### src/rtl/xgmii2gmii_pkg.sv
// Shared lane codes, GMII constants, state encoding and lane classes for the
// XGMII-to-GMII transmit converter.
package xgmii2gmii_pkg;

  localparam int IFG_MIN_DEFAULT = 12;

  localparam logic [7:0] XGMII_IDLE  = 8'h07;
  localparam logic [7:0] XGMII_START = 8'hFB;
  localparam logic [7:0] XGMII_TERM  = 8'hFD;
  localparam logic [7:0] XGMII_ERROR = 8'hFE;

  localparam logic [7:0] GMII_PRE = 8'h55;
  localparam logic [7:0] GMII_SFD = 8'hD5;

  typedef enum logic [1:0] {
    ST_IDLE = 2'd0,
    ST_SEND = 2'd1,
    ST_DROP = 2'd2,
    ST_IFG  = 2'd3
  } state_t;

  typedef enum logic [2:0] {
    LANE_DATA  = 3'd0,
    LANE_START = 3'd1,
    LANE_TERM  = 3'd2,
    LANE_ERROR = 3'd3,
    LANE_IDLE  = 3'd4
  } lane_class_t;

endpackage

### src/rtl/xgmii2gmii_lane_decode.sv
// Classifies one XGMII lane (byte + control flag) into data/start/terminate/
// error/idle; any unrecognised control character counts as idle.
module xgmii_lane_decode
  import xgmii2gmii_pkg::*;
(
  input  logic [7:0]  data,
  input  logic        ctrl,
  output lane_class_t lane_class
);

  always_comb begin
    lane_class = LANE_DATA;
    if (ctrl) begin
      case (data)
        XGMII_START: lane_class = LANE_START;
        XGMII_TERM:  lane_class = LANE_TERM;
        XGMII_ERROR: lane_class = LANE_ERROR;
        default:     lane_class = LANE_IDLE;
      endcase
    end
  end

endmodule

### src/rtl/xgmii2gmii.sv
// Serialises 64-bit XGMII words from a FWFT FIFO onto an 8-bit GMII transmit
// port, one lane per clock, enforcing a minimum inter-frame gap.
module xgmii2gmii
  import xgmii2gmii_pkg::*;
#(
  parameter int IFG_MIN = IFG_MIN_DEFAULT
) (
  input  logic        sys_clk,
  input  logic        sys_rst,
  input  logic [71:0] dout,
  input  logic        empty,
  output logic        rd_en,
  output logic        gmii_txen,
  output logic [7:0]  gmii_txd,
  output logic        gmii_txer,
  output logic        underrun,
  output state_t      fsm_state
);

  localparam int GW = $clog2(IFG_MIN + 1);

  logic [71:0] word_q;
  logic        word_vld;
  logic [2:0]  lane_q;
  state_t      state_q, state_d;
  logic [GW-1:0] gap_q, gap_d;

  // With the buffer empty the FIFO head is consumed directly, so a newly
  // arriving word costs no idle cycle.
  logic [71:0] cur_word;
  logic        cur_vld;
  logic [2:0]  cur_lane;
  logic [7:0]  cur_ctrl;
  logic [7:0]  lane_byte;
  logic        lane_ctrl;
  lane_class_t lane_class;

  assign cur_word  = word_vld ? word_q : dout;
  assign cur_vld   = word_vld | ~empty;
  assign cur_lane  = word_vld ? lane_q : 3'd0;
  assign cur_ctrl  = cur_word[71:64];
  assign lane_byte = cur_word[{cur_lane, 3'b000} +: 8];
  assign lane_ctrl = cur_ctrl[cur_lane];

  xgmii_lane_decode u_decode (
    .data       (lane_byte),
    .ctrl       (lane_ctrl),
    .lane_class (lane_class)
  );

  logic start_ok, gap_done, consume;
  logic nx_en, nx_er, nx_ur;
  logic [7:0] nx_d;

  assign start_ok = (lane_class == LANE_START) && (cur_lane[1:0] == 2'b00);
  assign gap_done = (gap_q >= GW'(IFG_MIN));

  always_comb begin
    state_d = state_q;
    gap_d   = gap_q;
    consume = 1'b0;
    nx_en   = 1'b0;
    nx_er   = 1'b0;
    nx_d    = 8'h00;
    nx_ur   = 1'b0;
    if (state_q == ST_IFG && !gap_done) gap_d = gap_q + 1'b1;
    case (state_q)
      ST_IDLE, ST_IFG: begin
        if (cur_vld) begin
          if (start_ok && (state_q == ST_IDLE || gap_done)) begin
            consume = 1'b1;
            nx_en   = 1'b1;
            nx_d    = GMII_PRE;
            state_d = ST_SEND;
          end else if (!start_ok) begin
            consume = 1'b1;
          end
        end
        if (state_q == ST_IFG && gap_done && state_d == ST_IFG) state_d = ST_IDLE;
      end
      ST_SEND: begin
        if (!cur_vld) begin
          nx_en   = 1'b1;
          nx_er   = 1'b1;
          nx_ur   = 1'b1;
          state_d = ST_DROP;
        end else begin
          consume = 1'b1;
          case (lane_class)
            LANE_DATA: begin
              nx_en = 1'b1;
              nx_d  = lane_byte;
            end
            LANE_ERROR: begin
              nx_en = 1'b1;
              nx_er = 1'b1;
              nx_d  = XGMII_ERROR;
            end
            LANE_TERM: begin
              state_d = ST_IFG;
              gap_d   = GW'(1);
            end
            default: begin
              nx_en   = 1'b1;
              nx_er   = 1'b1;
              nx_d    = lane_byte;
              state_d = ST_IFG;
              gap_d   = GW'(1);
            end
          endcase
        end
      end
      ST_DROP: begin
        if (cur_vld) begin
          consume = 1'b1;
          if (lane_class == LANE_TERM) begin
            state_d = ST_IFG;
            gap_d   = GW'(1);
          end
        end
      end
      default: state_d = ST_IDLE;
    endcase
  end

  assign rd_en     = sys_rst & ~empty & (~word_vld | (consume & (lane_q == 3'd7)));
  assign fsm_state = state_q;

  always_ff @(posedge sys_clk or negedge sys_rst) begin
    if (!sys_rst) begin
      word_q    <= '0;
      word_vld  <= 1'b0;
      lane_q    <= 3'd0;
      state_q   <= ST_IDLE;
      gap_q     <= GW'(IFG_MIN);
      gmii_txen <= 1'b0;
      gmii_txer <= 1'b0;
      gmii_txd  <= 8'h00;
      underrun  <= 1'b0;
    end else begin
      state_q   <= state_d;
      gap_q     <= gap_d;
      gmii_txen <= nx_en;
      gmii_txer <= nx_er;
      gmii_txd  <= nx_d;
      underrun  <= nx_ur;
      if (!word_vld) begin
        if (!empty) begin
          word_q   <= dout;
          word_vld <= 1'b1;
          lane_q   <= consume ? 3'd1 : 3'd0;
        end
      end else if (consume) begin
        if (lane_q == 3'd7) begin
          lane_q <= 3'd0;
          if (!empty) word_q <= dout;
          else        word_vld <= 1'b0;
        end else begin
          lane_q <= lane_q + 3'd1;
        end
      end
    end
  end

endmodule

### config.mk
export PLATFORM = sky130hd
export DESIGN_NAME = xgmii2gmii
export DESIGN_NICKNAME = d
export VERILOG_FILES = /design/src/rtl/xgmii2gmii_pkg.sv /design/src/rtl/xgmii2gmii_lane_decode.sv /design/src/rtl/xgmii2gmii.sv
export SDC_FILE = /design/constraint.sdc
export NUM_CORES = 1
export LEC_CHECK = 0
export CORE_UTILIZATION = 56
export CTS_CLUSTER_DIAMETER = 100
export DETAILED_ROUTE_END_ITERATION = 8
export GPL_TIMING_DRIVEN = 1
export PLACE_DENSITY = 0.85
export SLEW_MARGIN = 40
export SYNTH_ARGS = -nofsm -noshare
export SYNTH_HDL_FRONTEND = slang
export SYNTH_SLANG_ARGS = --single-unit
### constraint.sdc
create_clock -name sys_clk -period 6.8 [get_ports sys_clk]
set_clock_uncertainty 0.15 [all_clocks]
set_input_delay 1.02 -clock sys_clk [delete_from_list [all_inputs] [get_ports sys_clk]]
set_output_delay 1.02 -clock sys_clk [all_outputs]
set_load 0.02 [all_outputs]
==> results of run 1 <==
==> cell type report <==
| type | count | area share (%) |
|---|---|---|
| Timing Repair Buffer | 91 | 16.0 |
| Sequential cell | 93 | 40.9 |
| Clock inverter | 4 | 1.71 |
| Tap cell | 102 | 2.24 |
| Clock buffer | 11 | 2.30 |
| Inverter | 8 | 0.527 |
| Multi-Input combinational cell | 225 | 36.3 |
==> stage by stage <==
| step | hold slack, ns | cells |
|---|---|---|
| floorplan | 0.309 | 344 |
| global placement | 0.319 | 518 |
| detailed placement | 0.327 | 518 |
| CTS | 0.345 | 533 |
| global route | 0.365 | 534 |
| finish | 0.343 | 534 |
==> worst paths after layout <==
path | startpoint | end | cells after the start
worst max-delay path | lane_q[0] | rd_en | 8
worst min-delay path | word_q[9] | word_q[9] | 1
worst max register to register | word_vld | word_q[38] | 9
worst min register to register | word_q[9] | word_q[9] | 1
max in group asynchronous | sys_rst | lane_q[0] | 2
min in group asynchronous | sys_rst | word_q[70] | 1
==> state kept, by name (all words and copies together), names as in the netlist <==
name       flops
word_q        72
gmii_txd       8
gap_q          4
lane_q         3
fsm_state      2
gmii_txen      1
gmii_txer      1
underrun       1
word_vld       1
==> cell families after synthesis <==
family          count (synthesis)
mux                           107
fa+ha+maj                       8
compound gates                 46
flops                          93
xor+xnor                        1
buf+inv                        26
simple gates                   63
==> power groups by stage <==
stage	clock (mW)	combinational (mW)	sequential, mW
2_1_floorplan	0	0.845	0.901
3_3_place_gp	0	0.930	1.01
3_5_place_dp	0	0.957	1.03
4_1_cts	0.428	0.968	1.02
5_1_grt	0.454	1.07	1.05
6_report	0.424	0.971	1.02
==> layer usage <==
layer	up-vias	wire length, um	part of all wire, %
met5	-	0	0
met3	16	506	5.5
met2	99	4480	48
met1	1515	4130	45
met4	0	147	1.6
li1	1440	-	-
==> cell usage after synthesis (2+ instances only) <==
library cell,instances
buf_2,5
a21oi_1,7
nand2b_1,6
nor3_1,4
a221oi_1,3
nor2_1,14
o221ai_1,4
dfrtp_1,91
ha_1,8
inv_1,8
and3b_1,2
and2_1,4
o22ai_1,5
mux2i_1,22
mux2_2,7
nand2_1,9
clkbuf_1,3
dfstp_2,2
nor2b_1,3
nand3_1,7
buf_6,9
mux2_1,70
mux4_2,8
a222oi_1,2
o32ai_1,2
o21ai_0,9
a31oi_1,3
or3_1,2
and3_1,5
==> results.md, run 1 <==
- Status: complete, no violations
- Clock transition at path regs: 0.08 ns
- Area share of fa/ha/maj cells after synthesis: between 2 and 2.5%
- Via density: 5.75
- Crit path max-delay family: flip-flops
- Worst path slowest cell: dfrtp_4
- Final Cell Area: ~5700 um2
- Synth warn: 0
- Top Ports: 89
- Number of routed nets with antenna violations: 0
- Root Driver: clkbuf_8
- Yosys reg bits: a little over 90
- Area of the core: just under 8000 um2
- Clock Sinks: 93
- Pre-CTS WS: 2.16 ns
- Clock Power Share: roughly 18%
- TritonCTS buffer count: 9
- Register Area: 2330 um2
- Buf/Inv on CP: 1
- Crit path arrival time: around 3.7 ns
- Crit path cell chain: mux4_2 -> and3_1 -> o32ai_1 -> nor4_4 -> nand3_1 -> a21o_1 -> and3_1 -> clkdlybuf4s50_1
- Initial DRC Count: about 190
- Area Growth Syn to Fin: 24.5%
- Setup CP Type: flip-flop to output pin
- Peak supply drop: ~220 uV
- Comb pwr share: 40.3%
- Area share of the largest cell type after synthesis: approximately 50%
- Critical Path RT: ~5.6 ns
- Tcrit/Tclk final: between 70 and 80%
- Rel. slew slack: ~57%
- GR Util met2: about two fifths
- Clk buf depth: 2
- Synth Area in XOR/XNOR: 0.191%
- # DRC: 0
- Fillers: between 500 and 600
- Area contributors post-synth: dfrtp_1 (50%), mux2_1 (17%), mux2i_1 (4.8%)
- Layout cell share with drive strength beyond 1: 8.80%
- Final setup violation count: 0
- Sw frac: between 30% and 40%
- RePlAce Congestion: 0.841
- GRT overflow: 0
- First-pass GRT wire length: roughly 16 mm
- Placement Cell Area: 5450 um2
- Clock latency on the worst-skew pair: roughly 0.36 ns
- Commonest non-fill, non-tap cell in the layout: dfrtp_1
- Initial antenna violation count: 0
- Post-Route WL: 9.27 mm
- Port Buffers: 88
- GRT Util Overall: 24.3%
- Met3 capacity usage during global routing: 4.93%
- Sw Pwr: about 0.85 mW
- Final Power: 2.41 mW
- Slew Viols, Final: 0
- Worst-path maximum fanout: 33
- Post-route core utilization: between 70 and 80%
- RSZ-0062 raised after global routing: false
- H-tree level count: 3
- TNS Setup: 0 ns
- # rows: 32
- Most Frequent Cell on Critical Path: and3_1
- Register area share after synthesis: 50.9%
- Synth Area in Compound Gates: 7.35%
- Pint: approximately 1.6 mW
- Via count: slightly above 3,000
- Multi-input logic area: approximately 2100 um2
- Die ar.: 8540 um2
- Netlist cell types: between 40 and 50
- Leading area contributor after synthesis: dfrtp_1
- Pwr Density: ~420 nW/um2
- Largest net degree at the start of global routing: 67
- Sequential fraction of design power: 42.1%
- Die Y: 92.4 um
- Most frequent cells in the layout: dfrtp_1 (90), clkdlybuf4s50_1 (87), mux2_1 (70)
- Final worst slack: slightly below 2 ns
- Average wire per standard cell: around 17 um
- Drt pass-1 iters: 5
- Leak: between 2 and 2.5 nW
- R2r setup slk: around 2.7 ns
- Post-synth EDFFs: 0
- Net count after synthesis: between 400 and 500
- Initial Utilization: 58.7%
- Synth Flop Type: dfrtp_1
- CP startpoint kind: flip-flop
- Largest family of logic cells by synthesized area: multiplexers
- Fmax: between 200 and 250 MHz
- Max cap viols: 0
- Vias in the first global route: 3,249
- Mapped Area: about 4600 um2
- Number of diodes: 0
- Post-synthesis mux area share: about 28%
- CTS tree: built
- Final-stage net count: between 500 and 600
- Hold-fix buffers, CTS: 0
- Avg Inst Size Synth: 13.3 um2
- GRT busiest layer: met2
- Post-CTS sizing: 0
- Hold Crit Class: flip-flop to flip-flop
- Final Hold Vio Count: 0
- Postcts setup bufs: 0
- CP Capture Type: output pin
- Worst-margin pin slew: 0.645 ns
- Asr flop ratio synth: 100%
- Post-Synthesis Cells: between 300 and 400
- Post-layout min period: 4.85 ns
- Die width: 92.4 um
- Largest stage delay, worst path: 0.78 ns
- Post-DP HPWL: 6.93 mm
- M1 GR Usage: between 30% and 40%
- Synth Area in Simple Gates: about 7.7%
(Power assumes the default switching activity.)
==> inputs of run 2 (changes only) <==
CORE_UTILIZATION = 47   (was 56)
PLACE_DENSITY = 0.76   (was 0.85)
clock period = 4.2 ns   (was 6.8 ns; I/O delays follow)
==> run 2 against run 1 <==
  * Critical path depth increased by 2
  * Utilization decreased by 11 points
  * Cell count increased by 7.1%
  * Worst hold slack got worse by 0.30 ns
  * Highest routed layer unchanged
  * Largest cell class unchanged
==> results.md, run 2 (synthesized netlist as in run 1, its figures left out) <==
- # rows: 35 (was 32)
- Top Ports: 89 (unchanged)
- CP Capture Type: output pin (unchanged)
- Placed cells: 551 (was 518)
- Via count: 3,145 (was 3,070)
- Peak supply drop: 290 uV (was 222 uV)
- Largest regs: word_q: 72 flops, gmii_txd: 8 flops, gap_q: 4 flops (unchanged)
- Comb pwr share: 44.4% (was 40.3%)
- Die width: 101 um (was 92.4 um)
- Critical Path RT: 3.42 ns (was 5.63 ns)
- RePlAce Congestion: 0.931 (was 0.841)
- Setup CP Type: flip-flop to output pin (unchanged)
- Most frequent cells in the layout: dfrtp_1 (89), clkdlybuf4s50_1 (86), mux2_1 (70) (was dfrtp_1 (90), clkdlybuf4s50_1 (87), mux2_1 (70))
- Drt pass-1 iters: 5 (unchanged)
- Fmax: 264 MHz
- CP startpoint kind: flip-flop (unchanged)
- Post-layout min period: 3.79 ns
- Initial DRC Count: 137 (was 186)
- Clk buf depth: 2 (unchanged)
- Hold-fix buffers, CTS: 0 (unchanged)
- Post-route core utilization: 62.3% (was 73.0%)
- Die Y: 101 um (was 92.4 um)
- Sw Pwr: 1.44 mW (was 0.851 mW)
- Sequential fraction of design power: 40.5% (was 42.1%)
- Max reg flops: 72 (unchanged)
- Port Buffers: 88 (unchanged)
- Rel. slew slack: 54.4% (was 57.0%)
- Fillers: 775 (was 568)
- Final Power: 3.94 mW (was 2.41 mW)
- Register Area: 2330 um2 (about the same)
- Final Hold Vio Count: 0 (unchanged)
- GRT overflow: 0 (unchanged)
- # DRC: 0 (unchanged)
- H-tree level count: 3 (unchanged)
- Worst-margin pin slew: 0.682 ns (was 0.645 ns)
- Hold Crit Class: primary input to asynchronous set/reset pin (was flip-flop to flip-flop)
- Worst-path maximum fanout: 7 (was 33)
- Via density: 5.50 (was 5.75)
- Pwr Density: 677 nW/um2 (was 423 nW/um2)
- Clock latency on the worst-skew pair: 0.35 ns (was 0.36 ns)
- Worst hold slack: 0.0475 ns (was 0.343 ns)
- Number of routed nets with antenna violations: 0 (unchanged)
- Clock Sinks: 93 (unchanged)
- Largest net degree at the start of global routing: 67 (unchanged)
- CTS tree: built (unchanged)
- Final setup violation count: 0 (unchanged)
- Leak: 2.52 nW (was 2.46 nW)
- First-pass GRT wire length: 16.2 mm (was 16.0 mm)
- Multi-input logic area: 2100 um2 (was 2070 um2)
- Clock transition at path regs: 0.09 ns (was 0.08 ns)
- Slew Viols, Final: 0 (unchanged)
- Crit path arrival time: 3.01 ns (was 3.68 ns)
- Initial Utilization: 49.1% (was 58.7%)
- Clock Power Share: 15.1% (was 17.6%)
- Commonest non-fill, non-tap cell in the layout: dfrtp_1 (unchanged)
- Number of diodes: 0 (unchanged)
- Final-stage net count: 521 (was 511)
- Average wire per standard cell: 17.4 um (about the same)
- Post-DP HPWL: 7.48 mm (was 6.93 mm)
- Max cap viols: 0 (unchanged)
- Fin cells: 572 (was 534)
- Reg2reg start: lane_q[1] (was word_vld)
- Pint: 2.50 mW (was 1.56 mW)
- Beginning of the critical path: lane_q[0] (unchanged)
- Most flop-heavy register: word_q (unchanged)
- Initial antenna violation count: 0 (unchanged)
- Area Growth Syn to Fin: 26.9% (was 24.5%)
- Vias in the first global route: 3,275 (was 3,249)
- Status: complete, no violations (unchanged)
- GRT Util Overall: 20.8% (was 24.3%)
- TNS Setup: 0 ns (unchanged)
- Layout cell share with drive strength beyond 1: 12.6% (was 8.80%)
- RSZ-0062 raised after global routing: false (unchanged)
- Tcrit/Tclk final: 90.2%
- Area of the core: 9330 um2 (was 7810 um2)
- Die ar.: 10,100 um2 (was 8540 um2)
- Post-Route WL: 9.95 mm (was 9.27 mm)
- TritonCTS buffer count: 9 (unchanged)
- Root Driver: clkbuf_8 (unchanged)
- Sw frac: 36.5% (was 35.3%)
run 2: power groups by stage:
stage               Clock [mW]  Sequential, mW  Combinational (mW)
CTS                      0.603            1.61                1.69
finish                   0.594            1.59                1.75
detailed placement           0            1.64                1.63
global placement             0            1.63                1.56
floorplan                    0            1.46                1.37
global route             0.649            1.64                1.91
run 2: routing by layer:
metal	track usage, %	up-vias	share of wire [%]
met1	28.0	1552	45
met2	34.1	122	48
li1	-	1459	-
met5	0	-	0
met3	4.44	12	5.8
met4	6.13	0	1.3
run 2: metrics by stage:
stage	setup slack, ns	instance area (um2)
2_1_floorplan	1.07	4580
3_3_place_gp	0.297	5530
3_5_place_dp	0.268	5530
4_1_cts	0.0407	5770
5_1_grt	0.279	5810
6_report	0.413	5810
run 2: worst paths after layout:
path	endpoint	slack (ns)	cells after the start
setup / recovery	rd_en	0.41	10
hold / removal	word_vld	0.05	1
setup reg to reg	word_q[1]	0.78	9
hold reg to reg	word_q[3]	0.34	1
max in group asynchronous	word_q[48]	2.96	2
min in group sys_clk	word_q[3]	0.34	1
run 2: worst max-delay path, stage by stage (launching register included):
cell	delay, ns
dfrtp_4	0.54
clkbuf_4	0.20
buf_12	0.14
mux4_2	0.32
nand3_1	0.15
a22oi_2	0.25
and4_2	0.31
nand3_2	0.14
a21o_1	0.22
and3_1	0.18
dlymetal6s2s_1	0.20
run 2: area by class of cell:
class	count	share of cell area, %
clock buffers	12	2.50
clock inverters	4	0.818
inverters	8	0.517
flip-flops and latches	93	40.2
repair buffers	101	17.1
well taps	129	2.78
multi-input cells	225	36.1
run 2: timing repair:
action	in CTS	in global routing
resized for setup	2	7
setup buffers	3	2
setup endpoints to repair	1	1
